[src/rtl/riscv_pkg.sv]
// riscv_pkg: constants and types shared by the fetch stage and the decoder.
package riscv_pkg;

  // Canonical NOP: addi x0, x0, 0
  localparam logic [31:0] NOP_INSTR = 32'h0000_0013;

  // Major opcodes (instr[6:0]) consumed by the decoder
  localparam logic [6:0] R_TYPE = 7'b0110011;
  localparam logic [6:0] LW     = 7'b0000011;
  localparam logic [6:0] SW     = 7'b0100011;
  localparam logic [6:0] BR     = 7'b1100011;
  localparam logic [6:0] I_TYPE = 7'b0010011;
  localparam logic [6:0] JAL    = 7'b1101111;
  localparam logic [6:0] JALR   = 7'b1100111;

  typedef enum logic [1:0] {
    READY = 2'd0,
    WAIT  = 2'd1,
    DROP  = 2'd2
  } fetch_state_t;

endpackage

[src/rtl/fetch_skid_buf.sv]
// fetch_skid_buf: one-entry {pc, instr} holding slot used while ID is stalled.
// clear wins over push, push wins over pop (a same-cycle pop+push refills).
module fetch_skid_buf
  import riscv_pkg::*;
#(
  parameter int PC_W = 32
) (
  input  logic            clk,
  input  logic            reset,
  input  logic            push,
  input  logic            pop,
  input  logic            clear,
  input  logic [PC_W-1:0] push_pc,
  input  logic [31:0]     push_instr,
  output logic            full,
  output logic [PC_W-1:0] pc,
  output logic [31:0]     instr
);

  // occupancy flag
  always_ff @(posedge clk) begin
    if (reset || clear) begin
      full <= 1'b0;
    end else if (push) begin
      full <= 1'b1;
    end else if (pop) begin
      full <= 1'b0;
    end
  end

  // stored entry, only written on push
  always_ff @(posedge clk) begin
    if (reset) begin
      pc    <= '0;
      instr <= NOP_INSTR;
    end else if (push && !clear) begin
      pc    <= push_pc;
      instr <= push_instr;
    end
  end

endmodule

[src/rtl/fetch_stage.sv]
// fetch_stage: PC generation, single-outstanding instruction fetch and the
// IF/ID pipeline register feeding the decoder.
// Build option: define FETCH_STATS_EN to add the stat_fetched/stat_dropped
// saturating counters and their output ports.
//
// state | meaning
// READY | nothing outstanding
// WAIT  | one request outstanding, its PC held in req_pc_q
// DROP  | one request outstanding whose response will be discarded
module fetch_stage
  import riscv_pkg::*;
#(
  parameter int              PC_W     = 32,
  parameter logic [PC_W-1:0] RESET_PC = '0
) (
  input  logic            clk,
  input  logic            reset,
  input  logic            stall,
  input  logic            flush,
  input  logic [PC_W-1:0] redirect_pc,
  output logic            imem_req,
  output logic [PC_W-1:0] imem_addr,
  input  logic            imem_rvalid,
  input  logic [31:0]     imem_rdata,
  output logic            if_id_valid,
  output logic [PC_W-1:0] if_id_pc,
  output logic [31:0]     if_id_instr
`ifdef FETCH_STATS_EN
  ,
  output logic [31:0]     stat_fetched,
  output logic [31:0]     stat_dropped
`endif
);

  localparam logic [PC_W-1:0] WORD_MASK = ~PC_W'(3);

  fetch_state_t    state_q, state_d;
  logic [PC_W-1:0] pc_q, req_pc_q;

  logic            rsp_keep;
  logic            to_skid;
  logic            skid_pop;
  logic            skid_full;
  logic            skid_full_next;
  logic            load_rsp;
  logic            issue;
  logic [PC_W-1:0] skid_pc;
  logic [31:0]     skid_instr;

  // A response is only kept when it belongs to WAIT and no redirect is pending.
  // While ID is stalled on a valid entry, or the skid must drain first, it parks.
  assign rsp_keep       = (state_q == WAIT) && imem_rvalid && !flush;
  assign to_skid        = rsp_keep && ((stall && if_id_valid) || (!stall && skid_full));
  assign skid_pop       = !flush && !stall && skid_full;
  assign skid_full_next = !flush && ((skid_full && stall) || to_skid);
  assign load_rsp       = rsp_keep && !to_skid;
  assign issue          = !reset && !flush && !skid_full_next &&
                          ((state_q == READY) || ((state_q != READY) && imem_rvalid));
  assign imem_addr      = pc_q;

  fetch_skid_buf #(.PC_W(PC_W)) u_skid (
    .clk        (clk),
    .reset      (reset),
    .push       (to_skid),
    .pop        (skid_pop),
    .clear      (flush),
    .push_pc    (req_pc_q),
    .push_instr (imem_rdata),
    .full       (skid_full),
    .pc         (skid_pc),
    .instr      (skid_instr)
  );

  // state register
  always_ff @(posedge clk) begin
    if (reset) begin
      state_q <= READY;
    end else begin
      state_q <= state_d;
    end
  end

  // next state and request. A response landing while already in DROP ends the
  // outstanding fetch even under a new flush, otherwise nothing would ever
  // leave DROP.
  always_comb begin
    state_d  = state_q;
    imem_req = 1'b0;
    if (flush) begin
      case (state_q)
        WAIT:    state_d = imem_rvalid ? READY : DROP;
        DROP:    state_d = imem_rvalid ? READY : DROP;
        default: state_d = READY;
      endcase
    end else if (issue) begin
      imem_req = 1'b1;
      state_d  = WAIT;
    end else if ((state_q != READY) && imem_rvalid) begin
      state_d = READY;
    end
  end

  // fetch PC and the PC of the request in flight
  always_ff @(posedge clk) begin
    if (reset) begin
      pc_q     <= RESET_PC & WORD_MASK;
      req_pc_q <= '0;
    end else if (flush) begin
      pc_q <= redirect_pc & WORD_MASK;
    end else if (issue) begin
      req_pc_q <= pc_q;
      pc_q     <= pc_q + PC_W'(4);
    end
  end

  // IF/ID register: flush, then skid drain, then fresh response, else bubble
  always_ff @(posedge clk) begin
    if (reset) begin
      if_id_valid <= 1'b0;
      if_id_pc    <= '0;
      if_id_instr <= NOP_INSTR;
    end else if (flush) begin
      if_id_valid <= 1'b0;
      if_id_instr <= NOP_INSTR;
    end else if (skid_pop) begin
      if_id_valid <= 1'b1;
      if_id_pc    <= skid_pc;
      if_id_instr <= skid_instr;
    end else if (load_rsp) begin
      if_id_valid <= 1'b1;
      if_id_pc    <= req_pc_q;
      if_id_instr <= imem_rdata;
    end else if (!stall) begin
      if_id_valid <= 1'b0;
      if_id_instr <= NOP_INSTR;
    end
  end

`ifdef FETCH_STATS_EN
  logic fetched_evt;
  logic dropped_evt;

  assign fetched_evt = skid_pop || load_rsp;
  assign dropped_evt = imem_rvalid &&
                       (((state_q == WAIT) && flush) || (state_q == DROP));

  // saturating event counters
  always_ff @(posedge clk) begin
    if (reset) begin
      stat_fetched <= '0;
      stat_dropped <= '0;
    end else begin
      if (fetched_evt && (stat_fetched != 32'hFFFF_FFFF)) begin
        stat_fetched <= stat_fetched + 32'd1;
      end
      if (dropped_evt && (stat_dropped != 32'hFFFF_FFFF)) begin
        stat_dropped <= stat_dropped + 32'd1;
      end
    end
  end
`endif

endmodule

[config.mk]
export PLATFORM = sky130hd
export DESIGN_NAME = fetch_stage
export DESIGN_NICKNAME = d
export VERILOG_FILES = /design/src/rtl/riscv_pkg.sv /design/src/rtl/fetch_skid_buf.sv /design/src/rtl/fetch_stage.sv
export SDC_FILE = /design/constraint.sdc
export NUM_CORES = 1
export LEC_CHECK = 0
export ABC_AREA = 1
export CORE_UTILIZATION = 55
export DETAILED_ROUTE_END_ITERATION = 12
export GPL_ROUTABILITY_DRIVEN = 0
export PLACE_DENSITY = 0.86
export SYNTH_ARGS = -nofsm -noshare
export SYNTH_HDL_FRONTEND = slang
export SYNTH_SLANG_ARGS = --single-unit
[constraint.sdc]
create_clock -name clk -period 4.5 [get_ports clk]
set_clock_uncertainty 0.05 [all_clocks]
set_input_delay 0.45 -clock clk [delete_from_list [all_inputs] [get_ports clk]]
set_output_delay 0.45 -clock clk [all_outputs]
set_load 0.01 [all_outputs]
Word level (Yosys, flattened, before mapping). Index checks and enable logic that the tools add are counted.

Bits in registers: 196. Input bits: 69. Output and inout bits: 98.

Add/sub/neg operators: 1. Equal/unequal tests: 3. Mux-type cells: 19. Bitwise logic cells: 1. Reductions and logical operators: 34.

Operators with widths (count): $mux W32 (7); $add A32 B3 Y32 const B (1); $logic_and A1 B1 Y1 (15); $mux W2 (5); $reduce_bool A2 Y1 (4); $mux W1 (7); $logic_not A1 Y1 (5); $logic_or A1 B1 Y1 (4); $reduce_and A2 Y1 (2); $reduce_or A2 Y1 (2); $ne A3 B1 Y1 const B (1); $reduce_bool A3 Y1 (1); $eq A2 B1 Y1 const B (1); $eq A2 B2 Y1 const B (1); $logic_not A2 Y1 (1); $not A1 Y1 (1).

Depth between registers and ports, before layout.
Depth after elaboration: 11. Mapped depth: 12.

Hierarchy. From an unflattened synthesis, not the netlist that was laid out.

Cell total of the unflattened synthesis: 1273. Area, all modules: 8829.7 µm².

Modules (own cells, without submodules): fetch_stage (instances 1, cells each 858, area each 6062.1 µm², seq. area each 2542.4 µm²); fetch_skid_buf (instances 1, cells each 415, area each 2767.7 µm², seq. area each 1301.2 µm²).

Least setup slack after synthesis. Ideal clock, no wire load.

Path kind: reg-to-output. Start point: register state_q[0]. End point: output imem_req. Arrival: 1.317 ns. Path slack: 2.683 ns. Cell stages (with the launch flop): 9. Path buffers: 2. Cells stage by stage: dfxtp_1 > inv_1 > ha_1 > o21ai_0 > nor2_4 > nand2_4 > inv_2 > buf_6 > buf_2.

Word-level cells in the longest chain between the ends: 11. Elaborated cells between the ends (all ways): 15. Those cells by class: 1 x eq/ne; 2 x mux; 12 x reduce/logical.

Ends and longest elaborated chain: start, declared (RTL line fetch_stage.sv:37) `fetch_state_t state_q, state_d;`; start signal, assigned (RTL line fetch_stage.sv:79) `state_q <= state_d;`; $eq A2 B1 Y1 (RTL line fetch_stage.sv:52) `assign rsp_keep = (state_q == WAIT) && imem_rvalid && !flush;`; $logic_and A1 B1 Y1 (2 in series) (RTL line fetch_stage.sv:52); $logic_and A1 B1 Y1 (RTL line fetch_stage.sv:53) `assign to_skid = rsp_keep && ((stall && if_id_valid) || (!stall && skid_full));`; $logic_or A1 B1 Y1 (RTL line fetch_stage.sv:55) `assign skid_full_next = !flush && ((skid_full && stall) || to_skid);`; $logic_and A1 B1 Y1 (RTL line fetch_stage.sv:55); $logic_not A1 Y1 (RTL line fetch_stage.sv:57) `assign issue = !reset && !flush && !skid_full_next &&`; $logic_and A1 B1 Y1 (RTL line fetch_stage.sv:57); $logic_and A1 B1 Y1 * (RTL line fetch_stage.sv:57); $mux W1 * (RTL line fetch_stage.sv:95) `end else if (issue) begin`; $mux W1 * (RTL line fetch_stage.sv:89) `if (flush) begin`; end, declared (RTL line fetch_stage.sv:21) `output logic imem_req,`.

Mark *: on every way between the ends. The rest lies on a longest branch, timed or not.

Worst setup path in the final report.
Start point: input flush. End point: output imem_req.

Word-level cells in the longest chain between the ends: 10. Elaborated cells between the ends (all ways): 11. Those cells by class: 2 x mux; 9 x reduce/logical.

Ends and longest elaborated chain: start, declared (RTL line fetch_stage.sv:19) `input logic flush,`; $logic_not A1 Y1 (RTL line fetch_stage.sv:52, fetch_stage.sv:55, fetch_stage.sv:57); $logic_and A1 B1 Y1 (RTL line fetch_stage.sv:52); $logic_and A1 B1 Y1 (RTL line fetch_stage.sv:53); $logic_or A1 B1 Y1 (RTL line fetch_stage.sv:55); $logic_and A1 B1 Y1 (RTL line fetch_stage.sv:55); $logic_not A1 Y1 (RTL line fetch_stage.sv:57); $logic_and A1 B1 Y1 (2 in series) (RTL line fetch_stage.sv:57); $mux W1 (RTL line fetch_stage.sv:95); $mux W1 * (RTL line fetch_stage.sv:89).

Marked as above.

==> results.py <==
metrics = {
    "worst_setup_path": {
        "path_cells": "clkdlybuf4s50_1 -> buf_4 -> nor2_4 -> nand2_2 -> nand2_4 -> inv_2 -> clkdlybuf4s50_1",
        "cp_slowest_stage_delay_ns": 0.59,
        "crit_fanout": 33,
        "crit_type": "primary input to primary output",
        "crit_arrival_ns": 2.73,
        "end_kind": "primary output",
        "critPathLaunchType": "primary input",
        "r2r_slack_ns": 1.94,
        "required_ns": 4.00,
        "critical_path.slowest_cell": "clkdlybuf4s50_1",
        "worst_path_most_repeated_cell": "clkdlybuf4s50_1",
    },
    "place": {
        "dpl.hpwl_mm": 13.4,
        "numPortBuffers": 160,
        "dp.cells": 1433,
        "preCtsSetupSlack_ns": 1.15,
    },
    "synth": {
        "avgSynthCellArea_um2": 7.06,
        "syn_area_mm2": 0.00813,
        "yosys.area.top_type": "dfxtp_1",
        "synth_cell_type_count": 34,
        "seq_area_frac_synth": 0.463,
        "synth_top_cell_area_share": 0.463,
        "ys_warn_count": 0,
        "yosys-top-cells-area": "dfxtp_1 46%, nand2_1 13%, nor2_1 8.9%",
        "synth-seq-cells": 188,
        "postSynthCellCount": 1151,
    },
    "global_route": {
        "grt_pass1_wl_mm": 33.8,
        "grt_max_degree": 130,
        "antenna_found_initial": 0,
        "overflow": 0,
        "grt_usage": 0.283,
        "grt_pass1_vias": 7187,
    },
    "clock_tree": {
        "cts-root-buf": "clkbuf_16",
        "clk_latency_ns": 0.44,
        "h-tree-depth": 4,
        "clk_pin_slew_worst_paths_ns": 0.07,
        "post_cts_buffers": 0,
        "cts_tree": "yes",
        "hold_buffers": 0,
        "cts_buffers": 17,
        "clock_sinks": 188,
        "cts_resized": 0,
        "cts_max_path_buffers": 2,
    },
    "drt": {
        "first_iter_violations": 568,
        "vias": 7846,
        "drc": 0,
        "drt-total-wl_mm": 21.0,
        "routedWlPerCell_um": 14.4,
        "vias_per_cell": 5.36,
        "firstDrtPassIters": 5,
        "postRouteAntennaNets": 0,
    },
    "sta": {
        "worst_slew_pin_slew_ns": 1.16,
        "finalSetupTns_ns": 0,
        "max_freq_mhz": 309,
        "layout_worst_path_cycle_share": 0.719,
        "setup_slack_ns": 1.27,
        "slew_viol_final": 0,
        "fin_crit_ns": 3.23,
        "hold_viol_final": 0,
        "rsz0062_at_grt": "false",
        "slew_headroom": 0.225,
        "setup-violations-final": 0,
    },
    "finish": {
        "syn_to_final_growth_pct": 25.9,
        "final_cell_mix": "281 x nand2_1, 191 x nor2_1, 188 x dfxtp_1",
        "drive_gt1_frac": 0.0484,
        "n_antenna_cell": 0,
        "nets": 1340,
        "final_common_cell": "nand2_1",
        "layoutNonFillerInstCount": 1465,
    },
    "power_and_ir_drop": {
        "peakVddDrop_mv": 0.290,
        "power.total_mw": 3.51,
        "power.leakage_nw": 3.80,
        "powerDensity_mw_per_mm2": 343,
    },
    "run": {
        "cap_violations": 0,
    },
    "run_status": {
        "status": "completed",
    },
    "floorplan": {
        "die_x_um": 124,
        "initial_core_util": 0.562,
        "num_rows": 44,
        "chipHeight_um": 124,
        "io_pins": 167,
        "coreArea_mm2": 0.0145,
        "dieArea_mm2": 0.0153,
    },
    "min_path": {
        "hp-class": "register to register",
    },
}
[worst max-delay path, delay by kind of cell]
kind | cells | cell delay (ns)
buffers and inverters | 4 | 1.63
and+or+nand+nor | 3 | 0.63
[Yosys cell counts, drive strengths merged]
library cell and count:
nand2 286, nor2 197, dfxtp 188, o21ai 140, inv 77, a21oi 55, a31oi 47, nand3 44
buf 37, clkbuf 37, a22oi 15, xor2 9, nor3 4, ha 3, o22ai 3, xnor2 3
a211oi 1, and2 1, clkinv 1, conb 1, nand3b 1, nand4 1
[flip-flops by register name, summed over array words and instances, names as in the netlist]
register and flops:
u_skid.full 1, state_q 2, req_pc_q 30, u_skid.pc 30, if_id_instr 32, imem_addr 30
if_id_pc 30, if_id_valid 1, u_skid.instr 32
[final timing paths]
kind                                 startpoint  depth (start not counted)         endpoint
worst max-delay path                      flush                          7         imem_req
worst min-delay path            if_id_instr[19]                          2  if_id_instr[19]
worst max register to register       state_q[1]                         12     imem_addr[9]
worst min register to register  if_id_instr[19]                          2  if_id_instr[19]
[where the power goes]
part           total (mW)  internal (mW)  switching [mW]
combinational       0.324          0.152           0.172
sequential           1.76           1.71          0.0473
clock                1.44          0.780           0.656
total                3.51           2.64           0.875
[metrics by stage]
step,util,cell area (µm²),hold WS [ns]
6_report,0.707,10200,0.415
3_3_place_gp,0.668,9670,0.399
4_1_cts,0.707,10200,0.415
2_1_floorplan,-,8140,0.389
5_1_grt,0.707,10200,0.432
3_5_place_dp,0.668,9670,0.405
[metal layers]
layer,share of wire,vias to the layer above,global-route usage
met2,0.46,289,0.455
met4,0.019,0,0.116
li1,-,3955,-
met1,0.45,3575,0.368
met3,0.069,27,0.0591
met5,0,-,0
[kinds of logic (layout without fill, tap and decap cells)]
group,Yosys count,in the layout,synth area share
adder cells (fa/ha/maj),3,3,0.00462
XOR/XNOR,12,12,0.0129
buffers and inverters,152,279,0.0825
other,1,4,0.000461
AND/OR/NAND/NOR,534,534,0.263
flip-flops,188,188,0.463
AO/OA/AOI/OAI,261,261,0.174
[area by class of cell]
cell class / count / area (µm²)
fillers: 1184 / 4240
flip-flops and latches: 188 / 3760
multi-input cells: 814 / 3710
repair buffers: 169 / 1670
clock buffers: 19 / 443
inverters: 78 / 302
well taps: 184 / 230
clock inverters: 13 / 120
Power figures use the tool's default switching activity.
